<file path="src/rtl/contador_syn_counter.sv">
// 4-bit synchronous up/down/down-by-3/load counter with registered
// ripple-carry/borrow flag and registered load-acknowledge flag.
module contador_syn_counter (
   input  logic       clk,
   input  logic       RESET,
   input  logic       ENABLE,
   input  logic [1:0] MODO,
   input  logic [3:0] D,
   output logic [3:0] Q,
   output logic       RCO,
   output logic       LOAD
);

   localparam logic [1:0] ModeUp    = 2'b00;
   localparam logic [1:0] ModeDown  = 2'b01;
   localparam logic [1:0] ModeDown3 = 2'b10;
   localparam logic [1:0] ModeLoad  = 2'b11;

   logic [3:0] q_d;
   logic       rco_d;
   logic       load_d;

   // Next-state: count/load on enabled edges; flags are single-cycle pulses.
   always_comb begin
      q_d    = Q;
      rco_d  = 1'b0;
      load_d = 1'b0;
      if (ENABLE) begin
         unique case (MODO)
            ModeUp: begin
               q_d   = Q + 4'd1;
               rco_d = (Q == 4'd15);
            end
            ModeDown: begin
               q_d   = Q - 4'd1;
               rco_d = (Q == 4'd0);
            end
            ModeDown3: begin
               q_d   = Q - 4'd3;
               // Borrow whenever the subtraction crosses zero (Q = 0, 1 or 2).
               rco_d = (Q < 4'd3);
            end
            ModeLoad: begin
               q_d    = D;
               load_d = 1'b1;
            end
            default: begin
               q_d = Q;
            end
         endcase
      end
   end

   // State and output registers; reset clears everything regardless of clk.
   always_ff @(posedge clk or posedge RESET) begin
      if (RESET) begin
         Q    <= 4'd0;
         RCO  <= 1'b0;
         LOAD <= 1'b0;
      end else begin
         Q    <= q_d;
         RCO  <= rco_d;
         LOAD <= load_d;
      end
   end

endmodule

</file>
<file path="config.mk">
export PLATFORM = sky130hd
export DESIGN_NAME = contador_syn_counter
export DESIGN_NICKNAME = d
export VERILOG_FILES = /design/src/rtl/contador_syn_counter.sv
export SDC_FILE = /design/constraint.sdc
export NUM_CORES = 1
export LEC_CHECK = 0
export BUFFER_PORTS_ARGS = -buffer_cell sky130_fd_sc_hd__buf_2
export CORE_AREA = 2 2 39 41
export CTS_BUF_LIST = sky130_fd_sc_hd__clkbuf_4
export DETAILED_ROUTE_END_ITERATION = 6
export DIE_AREA = 0 0 41 43
export GPL_ROUTABILITY_DRIVEN = 0
export PLACE_DENSITY_LB_ADDON = 0.1
export SYNTH_ARGS = -nofsm -noshare
export SYNTH_HDL_FRONTEND = slang
export SYNTH_SLANG_ARGS = --single-unit
export TNS_END_PERCENT = 50
</file>
<file path="constraint.sdc">
create_clock -name clk -period 2.3 [get_ports clk]
set_input_delay 0.115 -clock clk [delete_from_list [all_inputs] [get_ports clk]]
set_output_delay 0.115 -clock clk [all_outputs]
set_load 0.1 [all_outputs]
</file>
==> impl_metrics.py, run 1 <==
metrics = {
    "global_route": {
        "grt_pass1_vias": 404,
        "grt_antenna_before_repair": 0,
        "grt_max_degree": 12,
        "grt_usage_pct": 15.6,
        "grt_first_pass_wirelength_um": 1810,
        "gr-total-overflow": 0,
    },
    "clock_tree": {
        "clkTransAtPathRegs_ns": 0.05,
        "numCtsBuffers": 3,
        "htree_levels": 1,
        "cts_tree": "built",
        "clock-sinks": 6,
        "clock_latency_ns": 0.24,
        "clockBufferDepth": 2,
        "cts_setup_buffers": 0,
        "cts_resized": 0,
        "cts_hold_buffers": 1,
        "root_buffer": "clkbuf_4",
    },
    "logic_synthesis": {
        "syn_nets": 69,
        "ys_ff_latch": 6,
        "ys_types": 27,
        "netlist_instances": 57,
        "yosysSeqAreaShare_pct": 29.9,
        "synth_area_sq_um": 503,
        "syn_area_per_cell_sq_um": 8.82,
        "yosysWarnings": 0,
    },
    "cells_and_area": {
        "final_common_cell": "buf_2",
        "final_cell_mix": "buf_2, dfrtp_1, inv_1, nor2_1, mux2i_1",
        "final_cell_area_sq_um": 594,
        "area_growth_pct": 18.2,
        "fin_util_pct": 42.9,
        "stdcell_count": 87,
        "diodes": 0,
        "finalNetCount": 85,
        "fillCellCount": 153,
        "drive_gt1_share_pct": 26.8,
    },
    "timing": {
        "finalSetupTns_ns": 0,
        "timing.final.crit_share_pct": 67.8,
        "slew_headroom_pct": 67.7,
        "slew_viol_final": 0,
        "final_period_minus_worst_setup_slack_ns": 1.56,
        "rsz0062_at_grt": "no",
        "finalHoldViolations": 0,
        "worst_pin_slew_ns": 0.488,
        "fin_ws_ns": 0.740,
        "finClkSkew_ns": 0.00808,
        "setup_viol": 0,
        "fmax_mhz": 641,
    },
    "critical_path": {
        "crit-reg2reg-launch": "Q[1]",
        "reg2reg_slack_ns": 0.74,
        "r2r_cells": 6,
        "worstPathArrival_ns": 1.67,
        "r2r-end": "Q[2]",
        "required_ns": 2.41,
        "crit_fanout": 8,
        "critPathCaptureType": "flop",
        "start_kind": "flop",
        "worstSetupPathType": "reg2reg",
    },
    "route": {
        "drtAntennaViolNets": 0,
        "viasPerCell": 5.13,
        "wl_per_cell_um": 12.5,
        "wirelength_um": 1090,
        "drc_errors": 0,
        "vias": 446,
        "first_iter_violations": 3,
        "first_pass_iters": 2,
    },
    "power_and_ir_drop": {
        "cell_internal_pwr_w": 0.000281,
        "pwr-share-clk_pct": 15.9,
        "switchingPower_w": 0.000337,
        "p_comb_share_pct": 55.5,
        "p_seq_share_pct": 28.6,
        "p_leak_nw": 0.302,
        "irDropWorstVdd_mv": 0.387,
        "power_density_mw_per_mm2": 1040,
        "switching_share_pct": 54.6,
    },
    "die": {
        "num_rows": 14,
        "die-area_sq_mm": 0.00176,
        "io_pins": 15,
        "core_sq_mm": 0.00138,
        "die_height_um": 43,
        "die_w_um": 41,
        "initial_core_util_pct": 36.3,
    },
    "place": {
        "hpwl_um": 851,
        "placed_cells": 83,
        "place_ws_ns": 0.741,
        "io_buffers": 14,
        "placed_cell_area_sq_um": 562,
    },
    "run": {
        "cap_violations": 0,
    },
    "hold_path": {
        "hp-start": "D[0]",
        "hold-path-cell-count": 5,
        "hold_class": "in2reg",
        "hold_end": "Q[0]",
    },
    "run_status": {
        "status": "finished clean",
    },
}
## stage by stage
step / hold slack, ns / total power [W]
floorplan: -0.0940 / 0.000479
global placement: 0.0410 / 0.000523
detailed placement: 0.0513 / 0.000526
CTS: 0.213 / 0.000629
global route: 0.230 / 0.000665
finish: 0.213 / 0.000618
## worst max-delay path, cell delays in order (launching register included)
cell      delay (ns)
dfrtp_1         0.48
xnor2_1         0.21
ha_1            0.18
nor2_1          0.05
mux2i_1         0.17
mux2i_1         0.20
o221ai_1        0.13
## power groups by stage
stage                     logic, W  clock network [W]  registers [W]
final                     0.000343          0.0000983       0.000177
after detailed placement  0.000345                  0       0.000180
after global routing      0.000370           0.000109       0.000185
after floorplan           0.000149                  0       0.000330
after global placement    0.000344                  0       0.000179
after CTS                 0.000347           0.000103       0.000179
## cell usage after synthesis (all sizes together)
cell type | count | area share, %
xnor2 | 1 | 1.7
clkbuf | 1 | 0.75
nor4b | 1 | 4.7
buf | 3 | 5.5
a2bb2oi | 1 | 1.7
o211ai | 1 | 1.5
dfrtp | 6 | 30
a21oi | 1 | 0.99
o32ai | 1 | 1.7
inv | 6 | 4.5
nand2 | 4 | 3.0
nor3 | 1 | 0.99
o221ai | 1 | 1.7
a31oi | 2 | 2.5
nand2b | 3 | 3.7
o21ai | 4 | 4.0
mux2i | 5 | 10
and2 | 2 | 2.5
nor2 | 5 | 3.7
nand3 | 1 | 0.99
nor2b | 2 | 2.5
ha | 3 | 7.5
a221o | 1 | 2.0
a21bo | 1 | 2.0
## worst max-delay path by stage
stage	startpoint	to	slack (ns)	depth (start not counted)
2_1_floorplan	Q[1]	Q[2]	0.19	6
4_1_cts	Q[1]	Q[2]	0.72	6
5_1_grt	Q[1]	Q[2]	0.57	6
3_5_place_dp	Q[1]	Q[2]	0.74	6
3_3_place_gp	Q[1]	Q[2]	0.80	6
6_report	Q[1]	Q[2]	0.74	6
## flip-flops by register name (all words and copies together), names as in the netlist
register,count
LOAD,1
Q,4
RCO,1
## logic make-up (layout without fill, tap and decap cells)
group,Yosys count,count (layout),share of synthesized area (%)
adders and majority gates,3,3,7.46
xor gates and xnor gates,1,1,1.74
AOI/OAI and AO/OA,13,13,18.2
DFF,6,6,29.8
muxes,5,5,9.95
and+or+nand+nor,19,19,22.1
buffers and inverters,10,24,10.7
## routing by layer
layer	wire length, um	up-vias	GRT usage [%]
met3	34	0	3.14
met2	559	9	24.1
met1	495	210	19.4
met4	0	0	8.00
met5	0	-	0
li1	-	227	-
## area by class of cell
| cell class | instances | area (sq um) | area share [%] |
|---|---|---|---|
| Sequential cell | 6 | 150 | 25.3 |
| Tap cell | 16 | 20.0 | 3.37 |
| Inverter | 6 | 22.5 | 3.79 |
| Multi-Input combinational cell | 41 | 299 | 50.3 |
| Timing Repair Buffer | 15 | 80.1 | 13.5 |
| Clock buffer | 3 | 22.5 | 3.79 |
Note: power is estimated with default switching activity, not from simulation.
==> run 2, diff against run 1 <==
- clock period: 2.3 -> 1.3 ns (I/O delays scaled with it)
==> run 2 against run 1 <==
Effect of this change:
- the run now ends with setup timing left
- total power grew 110%
- sequential power grew 79%
- combinational power rose by 130%
- clock skew decreased by 0.0015 ns
- cell area grew 24%
- non-clock buffer count increased by 7
- first-iteration DRC count grew to 3.0 times the previous value
- core utilization increased by 10 points
==> impl_metrics.py, run 2 (synthesis gave the netlist of run 1 again) <==
metrics = {
    "run_status": {
        "status": "finished, violations left",
        "failed_checks": "setup timing",
    },
    "cells_and_area": {
        "regArea_sq_um": 163,
        "largest_reg_flops": 4,
        "fillCellCount": 139,
        "final_common_cell": "buf_2",
        "final_cell_area_sq_um": 734,
        "diodes": 0,
        "layout_top_registers": "Q: 4 flops, LOAD: 1 flops, RCO: 1 flops",
        "final_cell_mix": "buf_2, inv_1, buf_4, mux2i_1",
        "area_growth_pct": 46.0,
        "finalNetCount": 92,
        "drive_gt1_share_pct": 44.3,
        "top_register": "Q",
        "multi_input_area_sq_um": 324,
    },
    "power_and_ir_drop": {
        "irDropWorstVdd_mv": 0.758,
        "p_leak_nw": 0.355,
        "switchingPower_w": 0.000632,
        "power_density_mw_per_mm2": 1800,
        "switching_share_pct": 47.7,
        "p_seq_share_pct": 23.9,
        "finalPower_w": 0.00132,
        "cell_internal_pwr_w": 0.000693,
        "pwr-share-clk_pct": 15.5,
        "p_comb_share_pct": 60.6,
    },
    "clock_tree": {
        "htree_levels": 1,
        "clock-sinks": 6,
        "cts_tree": "built",
        "root_buffer": "clkbuf_4",
        "clock_latency_ns": 0.25,
        "clockBufferDepth": 2,
        "numCtsBuffers": 3,
        "clkTransAtPathRegs_ns": 0.05,
    },
    "critical_path": {
        "worstPathCellList": "xnor2_2, ha_2, nor2_1, mux2i_1, mux2i_1, o221ai_1",
        "critPathCaptureType": "flop",
        "path_depth": 6,
        "cp-startpoint": "Q[1]",
        "crit_fanout": 4,
        "cpPeakStageDelay_ns": 0.50,
        "r2r-end": "Q[2]",
        "cp_top_family": "flip-flops",
        "path_common_cell": "mux2i_1",
        "path_buf_inv": 0,
        "start_kind": "flop",
        "worstPathArrival_ns": 1.62,
        "worstSetupPathType": "reg2reg",
        "reg2reg_slack_ns": -0.22,
        "endpoint": "Q[2]",
        "worst_path_max_delay_cell": "dfrtp_4",
        "r2r_cells": 6,
        "crit-reg2reg-launch": "Q[1]",
        "required_ns": 1.40,
    },
    "timing": {
        "finClkSkew_ns": 0.00662,
        "rsz0062_at_grt": "yes",
        "slew_viol_final": 0,
        "fin_ws_ns": -0.221,
        "fmax_mhz": 658,
        "slew_headroom_pct": 67.8,
        "worst_pin_slew_ns": 0.486,
        "setup_viol": 4,
        "timing.final.crit_share_pct": 117,
        "whs_ns": 0.139,
        "finalHoldViolations": 0,
        "final_period_minus_worst_setup_slack_ns": 1.52,
    },
    "route": {
        "wl_per_cell_um": 11.2,
        "first_iter_violations": 9,
        "viasPerCell": 4.77,
        "wirelength_um": 1070,
        "drc_errors": 0,
        "first_pass_iters": 3,
        "drtAntennaViolNets": 0,
        "vias": 453,
    },
    "global_route": {
        "grt_antenna_before_repair": 0,
        "grt_pass1_vias": 425,
        "gr-total-overflow": 0,
        "grt_first_pass_wirelength_um": 1770,
        "grt_max_degree": 12,
        "grt_usage_pct": 14.7,
    },
    "die": {
        "num_rows": 14,
        "die_height_um": 43,
        "die_w_um": 41,
        "io_pins": 15,
        "die-area_sq_mm": 0.00176,
        "core_sq_mm": 0.00138,
        "initial_core_util_pct": 36.3,
    },
    "place": {
        "io_buffers": 14,
        "place_ws_ns": -0.197,
        "placed_cell_area_sq_um": 672,
        "hpwl_um": 846,
    },
    "run": {
        "cap_violations": 0,
    },
    "hold_path": {
        "hold_class": "in2reg",
    },
}
## run 2: cell count changes in the layout (fill, tap and decap cells not counted), sizes merged
cell    previous run  this run
clkbuf             3         4
buf               14        21
## run 2: how the worst min path moves through the flow
stage,startpoint,cells past startpoint,slack (ns),endpoint
6_report,ENABLE,2,0.14,Q[0]
3_5_place_dp,RESET,2,-0.01,LOAD
5_1_grt,ENABLE,2,0.18,Q[0]
2_1_floorplan,RESET,1,-0.14,LOAD
3_3_place_gp,RESET,2,-0.009,LOAD
4_1_cts,ENABLE,2,0.14,Q[0]
## run 2: per-stage QoR
step	setup TNS (ns)	util [%]	instances
final	-0.499	53.1	95
after global routing	-0.835	53.1	95
after CTS	-0.593	52.9	95
after detailed placement	-0.521	48.6	89
after global placement	-0.536	48.6	89
after floorplan	-1.03	-	57
## run 2: what timing repair did
action                     CTS  global route
gates resized for setup      2             1
pin swaps                    2             2
buffers inserted             1             0
hold endpoints to repair     6             0
hold buffers                 1             0
setup endpoints to repair    4             4
## run 2: power by group through the flow
stage,registers (W),logic [W],clock network (W)
6_report,0.000316,0.000803,0.000205
5_1_grt,0.000325,0.000846,0.000223
4_1_cts,0.000317,0.000804,0.000211
3_5_place_dp,0.000318,0.000781,0
3_3_place_gp,0.000317,0.000784,0
2_1_floorplan,0.000610,0.000268,0
## run 2: final cells by class
class / instances / area share, %
multi-input combinational: 41 / 44.1
timing repair buffer: 22 / 23.9
sequential: 6 / 22.1
clock buffer: 4 / 4.09
inverter: 6 / 3.07
tap: 16 / 2.73
## run 2: metal layers
metal / routed length [um] / share of wire (%) / global-route usage [%] / vias to the layer above
met3: 46 / 4.3 / 3.14 / 0
met4: 0 / 0 / 6.00 / 0
li1: - / - / - / 240
met2: 501 / 47 / 20.6 / 11
met1: 517 / 49 / 21.3 / 202
met5: 0 / 0 / 0 / -
## run 2: worst reg2reg max path, delay by kind of cell, from the launching register on
kind,cells,cell delay (ns)
flops,1,0.50
fa+ha+maj,1,0.19
compound gates,1,0.12
simple gates,1,0.04
xor+xnor,1,0.13
mux,2,0.38
